<file path="src/rtl/plic_gateway.sv">
// Per-source PLIC interrupt gateway: turns raw lines into a single-outstanding ip vector.
// Define PLIC_GATEWAY_SYNC_EN to insert a 2-flop synchronizer ahead of the input stage.
module plic_gateway #(
    parameter int SOURCES           = 8,
    parameter int TARGETS           = 1,
    parameter int SOURCES_BITS      = 4,
    parameter int MAX_PENDING_COUNT = 8
) (
    input  logic                            clk,
    input  logic                            rstn,
    input  logic [SOURCES-1:0]              src,
    input  logic [SOURCES-1:0]              el,
    output logic [SOURCES-1:0]              ip,
    input  logic [TARGETS-1:0]              claim,
    input  logic [TARGETS*SOURCES_BITS-1:0] claim_id,
    input  logic [TARGETS-1:0]              complete,
    input  logic [TARGETS*SOURCES_BITS-1:0] complete_id
);

    localparam int CNT_W = $clog2(MAX_PENDING_COUNT + 1);
    localparam logic [CNT_W-1:0] CNT_MAX = CNT_W'(MAX_PENDING_COUNT);

    typedef enum logic [1:0] {
        ST_IDLE = 2'd0,
        ST_PEND = 2'd1,
        ST_BUSY = 2'd2
    } state_e;

    logic [SOURCES-1:0] s_d;
    logic [SOURCES-1:0] s_q;
    logic [SOURCES-1:0] s_prev_q;
    logic [SOURCES-1:0] rise;
    logic [SOURCES-1:0] claim_hit;
    logic [SOURCES-1:0] complete_hit;

`ifdef PLIC_GATEWAY_SYNC_EN
    localparam int VLD_DEPTH = 4;
    logic [SOURCES-1:0] sync1_q;
    logic [SOURCES-1:0] sync2_q;

    always_ff @(posedge clk or negedge rstn) begin
        if (!rstn) begin
            sync1_q <= '0;
            sync2_q <= '0;
        end else begin
            sync1_q <= src;
            sync2_q <= sync1_q;
        end
    end

    assign s_d = sync2_q;
`else
    localparam int VLD_DEPTH = 2;
    assign s_d = src;
`endif

    // vld_q fills with ones once s_prev_q holds a genuine post-reset sample, so a
    // line that was already high across reset is not mistaken for a fresh edge.
    logic [VLD_DEPTH-1:0] vld_q;

    always_ff @(posedge clk or negedge rstn) begin
        if (!rstn) begin
            s_q      <= '0;
            s_prev_q <= '0;
            vld_q    <= '0;
        end else begin
            s_q      <= s_d;
            s_prev_q <= s_q;
            vld_q    <= {vld_q[VLD_DEPTH-2:0], 1'b1};
        end
    end

    assign rise = s_q & ~s_prev_q & {SOURCES{vld_q[VLD_DEPTH-1]}};

    // IDs 0 and > SOURCES match no source and therefore fall out naturally.
    always_comb begin
        claim_hit    = '0;
        complete_hit = '0;
        for (int i = 0; i < SOURCES; i++) begin
            for (int t = 0; t < TARGETS; t++) begin
                if (claim[t] && claim_id[t*SOURCES_BITS +: SOURCES_BITS] == SOURCES_BITS'(i + 1))
                    claim_hit[i] = 1'b1;
                if (complete[t] && complete_id[t*SOURCES_BITS +: SOURCES_BITS] == SOURCES_BITS'(i + 1))
                    complete_hit[i] = 1'b1;
            end
        end
    end

    for (genvar gi = 0; gi < SOURCES; gi++) begin : g_src
        state_e           state_q;
        state_e           state_d;
        logic [CNT_W-1:0] cnt_q;
        logic [CNT_W-1:0] cnt_d;
        logic             req;
        logic             take;

        assign req = el[gi] ? (cnt_q != '0) : s_q[gi];

        always_comb begin
            state_d = state_q;
            take    = 1'b0;
            case (state_q)
                ST_IDLE: begin
                    if (req) begin
                        state_d = ST_PEND;
                        take    = el[gi];
                    end
                end
                ST_PEND: begin
                    if (claim_hit[gi])
                        state_d = ST_BUSY;
                end
                ST_BUSY: begin
                    // A same-cycle claim makes the complete contradictory; drop it.
                    if (complete_hit[gi] && !claim_hit[gi])
                        state_d = ST_IDLE;
                end
                default: state_d = ST_IDLE;
            endcase
        end

        always_comb begin
            cnt_d = cnt_q;
            if (!el[gi])
                cnt_d = '0;
            else if (rise[gi] && take)
                cnt_d = cnt_q;
            else if (rise[gi])
                cnt_d = (cnt_q == CNT_MAX) ? cnt_q : cnt_q + 1'b1;
            else if (take)
                cnt_d = cnt_q - 1'b1;
        end

        always_ff @(posedge clk or negedge rstn) begin
            if (!rstn) begin
                state_q <= ST_IDLE;
                cnt_q   <= '0;
            end else begin
                state_q <= state_d;
                cnt_q   <= cnt_d;
            end
        end

        assign ip[gi] = (state_q == ST_PEND);
    end

endmodule

</file>
<file path="config.mk">
export PLATFORM = sky130hd
export DESIGN_NAME = plic_gateway
export DESIGN_NICKNAME = d
export VERILOG_FILES = /design/src/rtl/plic_gateway.sv
export SDC_FILE = /design/constraint.sdc
export NUM_CORES = 1
export LEC_CHECK = 0
export BUFFER_PORTS_ARGS = -buffer_cell sky130_fd_sc_hd__buf_4
export CAP_MARGIN = 25
export CORE_MARGIN = 4
export CORE_UTILIZATION = 60
export DETAILED_ROUTE_END_ITERATION = 6
export PLACE_DENSITY = 0.91
export SLEW_MARGIN = 25
export SYNTH_ARGS = -nofsm -noshare
export SYNTH_HDL_FRONTEND = slang
export SYNTH_SLANG_ARGS = --single-unit
</file>
<file path="constraint.sdc">
create_clock -name clk -period 2.3 [get_ports clk]
set_input_delay 0.69 -clock clk [delete_from_list [all_inputs] [get_ports clk]]
set_output_delay 0.69 -clock clk [all_outputs]
set_load 0.02 [all_outputs]
</file>
==> results of run 1 <==
path summary, 6_finish.rpt:
kind / endpoint / slack, ps / cells after the start
hold reg to reg: vld_q[1] / 370 / 0
setup / recovery: g_src[2].cnt_q[3] / 140 / 7
max in group asynchronous: g_src[2].cnt_q[2] / 1470 / 2
setup reg to reg: g_src[2].cnt_q[3] / 140 / 7
hold / removal: g_src[6].cnt_q[0] / 290 / 1
min in group clk: vld_q[1] / 370 / 0
cell type report:
type                            instances  area share
Multi-Input combinational cell        324       0.494
Clock buffer                           14      0.0366
Timing Repair Buffer                   38      0.0632
Clock inverter                          2     0.00212
Sequential cell                        66       0.351
Inverter                               35      0.0279
Tap cell                               96      0.0255
stage by stage:
stage | instances | power, W | util
final | 575 | 0.00546 | 0.694
after global routing | 575 | 0.00593 | 0.694
after CTS | 575 | 0.00549 | 0.693
after detailed placement | 559 | 0.00455 | 0.666
after global placement | 559 | 0.00436 | 0.666
after floorplan | 440 | 0.00397 | -
cell usage in the layout (no fill, tap or decap), types with 8 or more instances in the layout:
cell type,n
dfrtp_1,65
nand2_1,46
buf_4,37
inv_1,34
nor2_1,34
mux2i_1,31
nor3_1,16
ha_1,16
a21oi_1,15
nor4_1,12
nand2b_1,12
clkbuf_8,12
o21ai_0,10
xnor2_1,8
fa_1,8
metal layers:
metal,wire (µm),GRT usage,part of all wire,vias up
met3,427,0.0509,0.048,15
met4,197,0.0879,0.022,0
met1,3680,0.277,0.42,1676
li1,-,-,-,1636
met2,4520,0.388,0.51,76
met5,0,0,0,-
worst reg2reg max path, delay by kind of cell, from the launching register on:
| family | cells | cell delay [ps] |
|---|---|---|
| buffers and inverters | 1 | 170 |
| DFF | 1 | 470 |
| and+or+nand+nor | 2 | 390 |
| AOI/OAI and AO/OA | 3 | 650 |
| adders and majority gates | 1 | 370 |
registers in the layout (all words and copies together) (netlist names):
register	cells
vld_q	2
s_q	8
s_prev_q	8
g_src.cnt_q	32
g_src.state_q	16
cell families after synthesis:
kind of cell / count (synthesis) / share of synthesized area
AND/OR/NAND/NOR: 171 / 0.213
XOR/XNOR: 8 / 0.0167
multiplexers: 33 / 0.0792
buffers and inverters: 50 / 0.0536
flip-flops: 66 / 0.393
AO/OA/AOI/OAI: 87 / 0.157
adder cells (fa/ha/maj): 24 / 0.0857
other: 1 / 0.000892
repair_timing:
item	4_1_cts	5_1_grt
buffers inserted	0	0
endpoints found under the setup margin	0	4
resized for setup	0	2
power by group through the flow:
| stage | combinational, W | sequential (W) | clock [W] |
|---|---|---|---|
| 2_1_floorplan | 0.00220 | 0.00177 | 0 |
| 3_3_place_gp | 0.00251 | 0.00185 | 0 |
| 3_5_place_dp | 0.00267 | 0.00187 | 0 |
| 4_1_cts | 0.00270 | 0.00186 | 0.000933 |
| 5_1_grt | 0.00303 | 0.00192 | 0.000986 |
| 6_report | 0.00268 | 0.00186 | 0.000909 |
==> results_dict.tcl, run 1 <==
set metrics [dict create \
    postSynthAreaPerCell_um2 9.55 \
    required_ps 2530 \
    crit_arrival_ps 2390 \
    drtPass1Iterations 5 \
    path_delay_family "compound AO/OA/AOI/OAI gates" \
    slowest_stage "dfrtp_2" \
    crit_path_start_kind "flip-flop" \
    fin_skew_ps 11.3 \
    synthCells 440 \
    path_buf_inv 1 \
    total_leakage_power_nw 2.26 \
    synthFlopType "dfrtp_1" \
    holdBufCountCts 0 \
    power_frac_comb 0.492 \
    hold_path.class "in2async" \
    vias 3403 \
    pwr_density_cell_mw_per_mm2 1160 \
    fp.dieW_um 91.7 \
    synth_edf_count 0 \
    track_usage 0.226 \
    switching_share 0.409 \
    cts.sinks 66 \
    cts_tree "yes" \
    dieArea_mm2 0.00841 \
    tns_ps 0 \
    clockBufferDepth 2 \
    synthesis.area_mm2 0.00420 \
    design_area_mm2 0.00471 \
    cp_cell_sequence "buf_4 -> nand3b_1 -> ha_1 -> a21oi_1 -> and2_1 -> a211oi_1 -> o31a_1" \
    core_mm2 0.00679 \
    syn_nets 492 \
    synth_area_leaders "dfrtp_1 (39%), mux2i_1 (7.4%), ha_1 (4.8%)" \
    clkLatencyLatePin_ps 350 \
    rows 30 \
    fin_crit_sh 0.940 \
    die_y_um 91.7 \
    fmax_ghz 0.462 \
    drtIter0Drc 234 \
    ys_seq_elements 66 \
    ys_top_cells_by_count "dfrtp_1 (66), nand2_1 (46), inv_1 (34), nor2_1 (34), mux2i_1 (31)" \
    worstMarginPinSlew_ps 552 \
    fin_crit_ps 2160 \
    crit_type "reg2reg" \
    grt_pass1_wl_um 15300 \
    p_switching_w 0.00223 \
    gp_congestion 0.918 \
    max_stage_delay_ps 470 \
    io_pins 36 \
    n_antenna_cell 0 \
    start_util 0.619 \
    p_seq_frac 0.342 \
    wl_per_cell_um 15.3 \
    layout-drive-gt1-share 0.154 \
    slew-limit-headroom 0.629 \
    vias_per_cell 5.92 \
    wl_um 8820 \
    yosysSeqAreaShare 0.393 \
    status "complete, no violations" \
    pwr-share-clk 0.166 \
    seq_area_mm2 0.00165 \
    place_area_mm2 0.00453 \
    holdWs_ps 291 \
    yosysTopAreaCell "dfrtp_1" \
    port_buffers 35 \
    synth_warnings 0 \
    remaining_drc_errors 0 \
    ir_drop_mv 0.680 \
    final_hold_viol_count 0 \
    fin_nets 526 \
    finalSetupViolations 0 \
    maxCapViolCount 0 \
    multi_input_area_mm2 0.00233 \
    worst_slack_ps 137 \
    ys_types 57 \
    antenna_found_initial 0 \
    postSynth.asyncResetShare 1.00 \
    fill_cells 499 \
    path_clk_slew_ps 70 \
    antenna_left 0 \
    synth_most_common_cell "dfrtp_1" \
    hpwl_um 6690 \
    cts_inserted_buffers 9 \
    r2r_start "vld_q[1]" \
    slew_violations 0 \
    first_global_vias 3341 \
    cp-startpoint "vld_q[1]" \
    pre_cts_ws_ps 1.22 \
    rsz0062_at_grt "false" \
    cp-end-kind "flip-flop" \
    cts-root-buf "clkbuf_8" \
    path_max_fanout 6 \
    grt_max_degree 36 \
    synth_top_cell_area_share 0.393 \
    power.internal_w 0.00322 \
    grt_overflow 0 \
    h-tree-depth 3 \
    syn_to_final_growth_pct 12.1 \
]
No activity file was read; power rests on OpenSTA's default activity.
==> run 2, diff against run 1 <==
--- a/config.mk
+++ b/config.mk
@@ -9,6 +9,7 @@
 export CAP_MARGIN = 25
 export CORE_MARGIN = 4
 export CORE_UTILIZATION = 60
+export CTS_BUF_LIST = sky130_fd_sc_hd__clkbuf_16
 export DETAILED_ROUTE_END_ITERATION = 6
 export PLACE_DENSITY = 0.91
 export SLEW_MARGIN = 25
==> constraint.sdc (replaced) <==
create_clock -name clk -period 2.8 [get_ports clk]
set_input_delay 0.84 -clock clk [delete_from_list [all_inputs] [get_ports clk]]
set_output_delay 0.84 -clock clk [all_outputs]
set_load 0.02 [all_outputs]
==> run 2 against run 1 <==
  * Final area increased by 0.64%
  * Register-to-register slack improved by 310 ps
  * First-iteration DRC count increased by 9.8%
  * Sequential power decreased by 17%
  * Wire length increased by 1.0%
  * Critical endpoint is now g_src[5].cnt_q[3]
==> results_dict.tcl, run 2 (synthesis gave the netlist of run 1 again) <==
set metrics [dict create \
    path_clk_slew_ps 50 \
    fin_skew_ps 4.67 \
    core_mm2 0.00679 \
    max_stage_delay_ps 640 \
    cts_tree "yes" \
    n_antenna_cell 0 \
    start_util 0.619 \
    hold_path.class "reg2reg" \
    antenna_left 0 \
    clkLatencyLatePin_ps 330 \
    crit_type "reg2reg" \
    grt_overflow 0 \
    vias_per_cell 6.06 \
    worstMarginPinSlew_ps 814 \
    tns_ps 0 \
    drtPass1Iterations 5 \
    cts-root-buf "clkbuf_16" \
    post_cts_resized 0 \
    final_hold_viol_count 0 \
    fill_cells 505 \
    holdBufCountCts 0 \
    final_common_cell "dfrtp_1" \
    vias 3454 \
    pre_cts_ws_ps 446 \
    fin_crit_sh 0.842 \
    seq_area_mm2 0.00165 \
    grt_pass1_wl_um 15400 \
    slowest_stage "dfrtp_1" \
    fp.dieW_um 91.7 \
    path_max_fanout 8 \
    p_switching_w 0.00189 \
    fin_nets 523 \
    rsz0062_at_grt "false" \
    gp_congestion 0.883 \
    worst_slack_ps 444 \
    port_buffers 35 \
    io_pins 36 \
    ir_drop_mv 0.602 \
    pwr-share-clk 0.207 \
    finalSetupViolations 0 \
    remaining_drc_errors 0 \
    total_leakage_power_nw 2.27 \
    biggestRegsByFlops "g_src.cnt_q x32, g_src.state_q x16" \
    maxCapViolCount 0 \
    cp_cell_sequence "nand3b_2 -> ha_1 -> a21o_1 -> a2111oi_0 -> a211oi_1 -> o31a_1" \
    track_usage 0.223 \
    rows 30 \
    dieArea_mm2 0.00841 \
    required_ps 3010 \
    power_frac_comb 0.468 \
    largest_reg_flops 32 \
    grt_max_degree 67 \
    switching_share 0.400 \
    antenna_found_initial 0 \
    multi_input_area_mm2 0.00233 \
    layout-drive-gt1-share 0.143 \
    postCtsSetupRepairBufs 0 \
    power.internal_w 0.00283 \
    status "complete, no violations" \
    p_seq_frac 0.326 \
    first_global_vias 3418 \
    crit_arrival_ps 2570 \
    fin_crit_ps 2360 \
    cp-end-kind "flip-flop" \
    crit_path_start_kind "flip-flop" \
    pwr_density_cell_mw_per_mm2 996 \
    final_cell_mix "dfrtp_1 (66), nand2_1 (46), inv_1 (35), buf_4 (35), nor2_1 (34)" \
    clockBufferDepth 2 \
    die_y_um 91.7 \
    h-tree-depth 3 \
    cts_inserted_buffers 9 \
    cts.sinks 66 \
    slew-limit-headroom 0.458 \
    wl_um 8910 \
    slew_violations 0 \
    wl_per_cell_um 15.6 \
    fmax_ghz 0.424 \
    largest-register "g_src.cnt_q" \
    hpwl_um 6400 \
    syn_to_final_growth_pct 12.8 \
    drtIter0Drc 257 \
]
==> run 2: cell type report <==
class                      count  share of cell area
sequential                    66               0.348
multi-input combinational    324               0.491
timing repair buffer          35              0.0554
clock inverter                 5             0.00528
clock buffer                   9              0.0475
tap                           96              0.0253
inverter                      35              0.0277
==> run 2: critical path, delay by kind of cell (launching register included) <==
kind                       cells  cell delay (ps)
DFF                            1              640
AOI/OAI and AO/OA              4             1020
and+or+nand+nor                1              240
adders and majority gates      1              330
==> run 2: power by group through the flow <==
stage                     Combinational (W)  Sequential [W]  Clock (W)
final                               0.00221         0.00154   0.000977
after global routing                0.00247         0.00159    0.00103
after CTS                           0.00221         0.00153   0.000989
after detailed placement            0.00218         0.00154          0
after global placement              0.00206         0.00152          0
after floorplan                     0.00181         0.00145          0
==> run 2: final timing paths <==
path	startpoint	endpoint	slack [ps]	cells after the start
max	vld_q[1]	g_src[5].cnt_q[3]	440	6
min	vld_q[0]	vld_q[1]	370	0
max reg2reg	vld_q[1]	g_src[5].cnt_q[3]	440	6
min reg2reg	vld_q[0]	vld_q[1]	370	0
max in group asynchronous	rstn	s_q[5]	1660	1
min in group asynchronous	rstn	g_src[6].cnt_q[0]	600	1
==> run 2: layer usage <==
layer  vias up  share of wire  global-route usage
li1       1636              -                   -
met1      1667           0.42               0.276
met2       130           0.50               0.371
met3        21          0.061              0.0656
met4         0          0.023              0.0804
met5         -              0                   0
==> run 2: per-stage QoR <==
stage	hold slack, ps	instance area (µm²)	instances	util	power (W)
after floorplan	331	4200	440	-	0.00326
after global placement	333	4490	556	0.661	0.00358
after detailed placement	354	4490	556	0.661	0.00372
after CTS	372	4740	570	0.698	0.00473
after global routing	378	4740	570	0.698	0.00509
final	371	4740	570	0.698	0.00472
==> run 3, diff against run 2 <==
==> constraint.sdc (replaced) <==
create_clock -name clk -period 2.3 [get_ports clk]
set_input_delay 0.69 -clock clk [delete_from_list [all_inputs] [get_ports clk]]
set_output_delay 0.69 -clock clk [all_outputs]
set_load 0.02 [all_outputs]
==> run 3 against run 2 <==
  * Maximum frequency grew 8.6%
  * First-iteration DRC count shrank 22%
  * Critical path type unchanged
  * Utilization grew 0.61 points
  * Wire length grew 1.0%
==> results_dict.tcl, run 3 (synthesis gave the netlist of run 1 again) <==
set metrics [dict create \
    largest_reg_flops 32 \
    clkLatencyLatePin_ps 340 \
    crit_arrival_ps 2380 \
    fmax_ghz 0.461 \
    syn_to_final_growth_pct 13.8 \
    total_leakage_power_nw 2.29 \
    drtPass1Iterations 4 \
    design_area_mm2 0.00478 \
    pwr_density_cell_mw_per_mm2 1200 \
    io_pins 36 \
    vias_per_cell 5.97 \
    first_global_vias 3365 \
    crit_path_start_kind "flip-flop" \
    cts_tree "yes" \
    start_util 0.619 \
    remaining_drc_errors 0 \
    clockBufferDepth 2 \
    wl_per_cell_um 15.7 \
    layout-drive-gt1-share 0.148 \
    crit_type "reg2reg" \
    grt_overflow 0 \
    final_cell_mix "dfrtp_1 (65), nand2_1 (46), buf_4 (37)" \
    required_ps 2510 \
    port_buffers 35 \
    h-tree-depth 3 \
    tns_ps 0 \
    fin_nets 526 \
    fp.dieW_um 91.7 \
    status "complete, no violations" \
    rows 30 \
    gp_congestion 0.918 \
    slew_violations 0 \
    cts_inserted_buffers 9 \
    drtIter0Drc 200 \
    hold_path.class "in2async" \
    final_hold_viol_count 0 \
    maxCapViolCount 0 \
    fin_skew_ps 5.23 \
    fin_crit_sh 0.943 \
    antenna_left 0 \
    largest-register "g_src.cnt_q" \
    die_y_um 91.7 \
    cts-root-buf "clkbuf_16" \
    core_mm2 0.00679 \
    rsz0062_at_grt "false" \
    fin_crit_ps 2170 \
    n_antenna_cell 0 \
    slew-limit-headroom 0.623 \
    grt_max_degree 36 \
    worstMarginPinSlew_ps 551 \
    biggestRegsByFlops "g_src.cnt_q x32, g_src.state_q x16" \
    track_usage 0.231 \
    dieArea_mm2 0.00841 \
    ir_drop_mv 0.684 \
    antenna_found_initial 0 \
    cp-end-kind "flip-flop" \
    hpwl_um 6690 \
    wl_um 9010 \
    vias 3431 \
    grt_pass1_wl_um 15600 \
    cts.sinks 66 \
    path_clk_slew_ps 50 \
    place_area_mm2 0.00453 \
    finalSetupViolations 0 \
    final_common_cell "dfrtp_1" \
    path_max_fanout 6 \
]
run 3: routing by layer:
layer  wire length (µm)  GRT usage  part of all wire  vias up
met5                  0          0                 0        -
met4                243     0.0879             0.027        0
met3                304     0.0566             0.034       21
met2               4670      0.395              0.52       71
met1               3790      0.280              0.42     1700
li1                   -          -                 -     1639
run 3: final timing paths:
path	startpoint	slack [ps]	to	cells after the start
min	rstn	300	g_src[6].cnt_q[0]	1
max reg2reg	vld_q[1]	130	g_src[2].cnt_q[3]	7
max in group asynchronous	rstn	1460	g_src[4].cnt_q[2]	2
min reg2reg	vld_q[0]	350	vld_q[1]	0
max	vld_q[1]	130	g_src[2].cnt_q[3]	7
min in group clk	vld_q[0]	350	vld_q[1]	0
run 3: layout make-up:
type,instances,area (µm²)
fill,489,2010
clock inverter,7,28.8
sequential,66,1650
inverter,35,131
timing repair buffer,38,298
tap,96,120
clock buffer,9,225
multi-input combinational,324,2330
run 3: worst max-delay path: stages (launching register included):
cell and delay, ps:
dfrtp_2 460, buf_4 170, nand3b_1 170, ha_1 370, a21oi_1 240, and2_1 220, a211oi_1 100, o31a_1 320
run 3: power by group:
part           total [W]  internal (W)  switching (W)  leakage (nW)
clock network    0.00118      0.000704       0.000480         0.134
logic            0.00269       0.00127        0.00142          1.33
registers        0.00187       0.00148       0.000396         0.833
total            0.00575       0.00345        0.00229          2.29
run 3: through the flow:
| stage | hold slack (ps) | total power [W] | util | worst slack (ps) | cells |
|---|---|---|---|---|---|
| global route | 352 | 0.00621 | 0.704 | 16.7 | 575 |
| CTS | 323 | 0.00577 | 0.704 | 4.55 | 575 |
| floorplan | 331 | 0.00397 | - | 350 | 440 |
| detailed placement | 347 | 0.00455 | 0.666 | 1.22 | 559 |
| finish | 301 | 0.00575 | 0.704 | 131 | 575 |
| global placement | 334 | 0.00436 | 0.666 | 183 | 559 |
run 3: repair_timing:
action                     CTS  global route
setup endpoints to repair    0             4
resized for setup            0             2
hold buffers                 0             0
buffers inserted             0             0
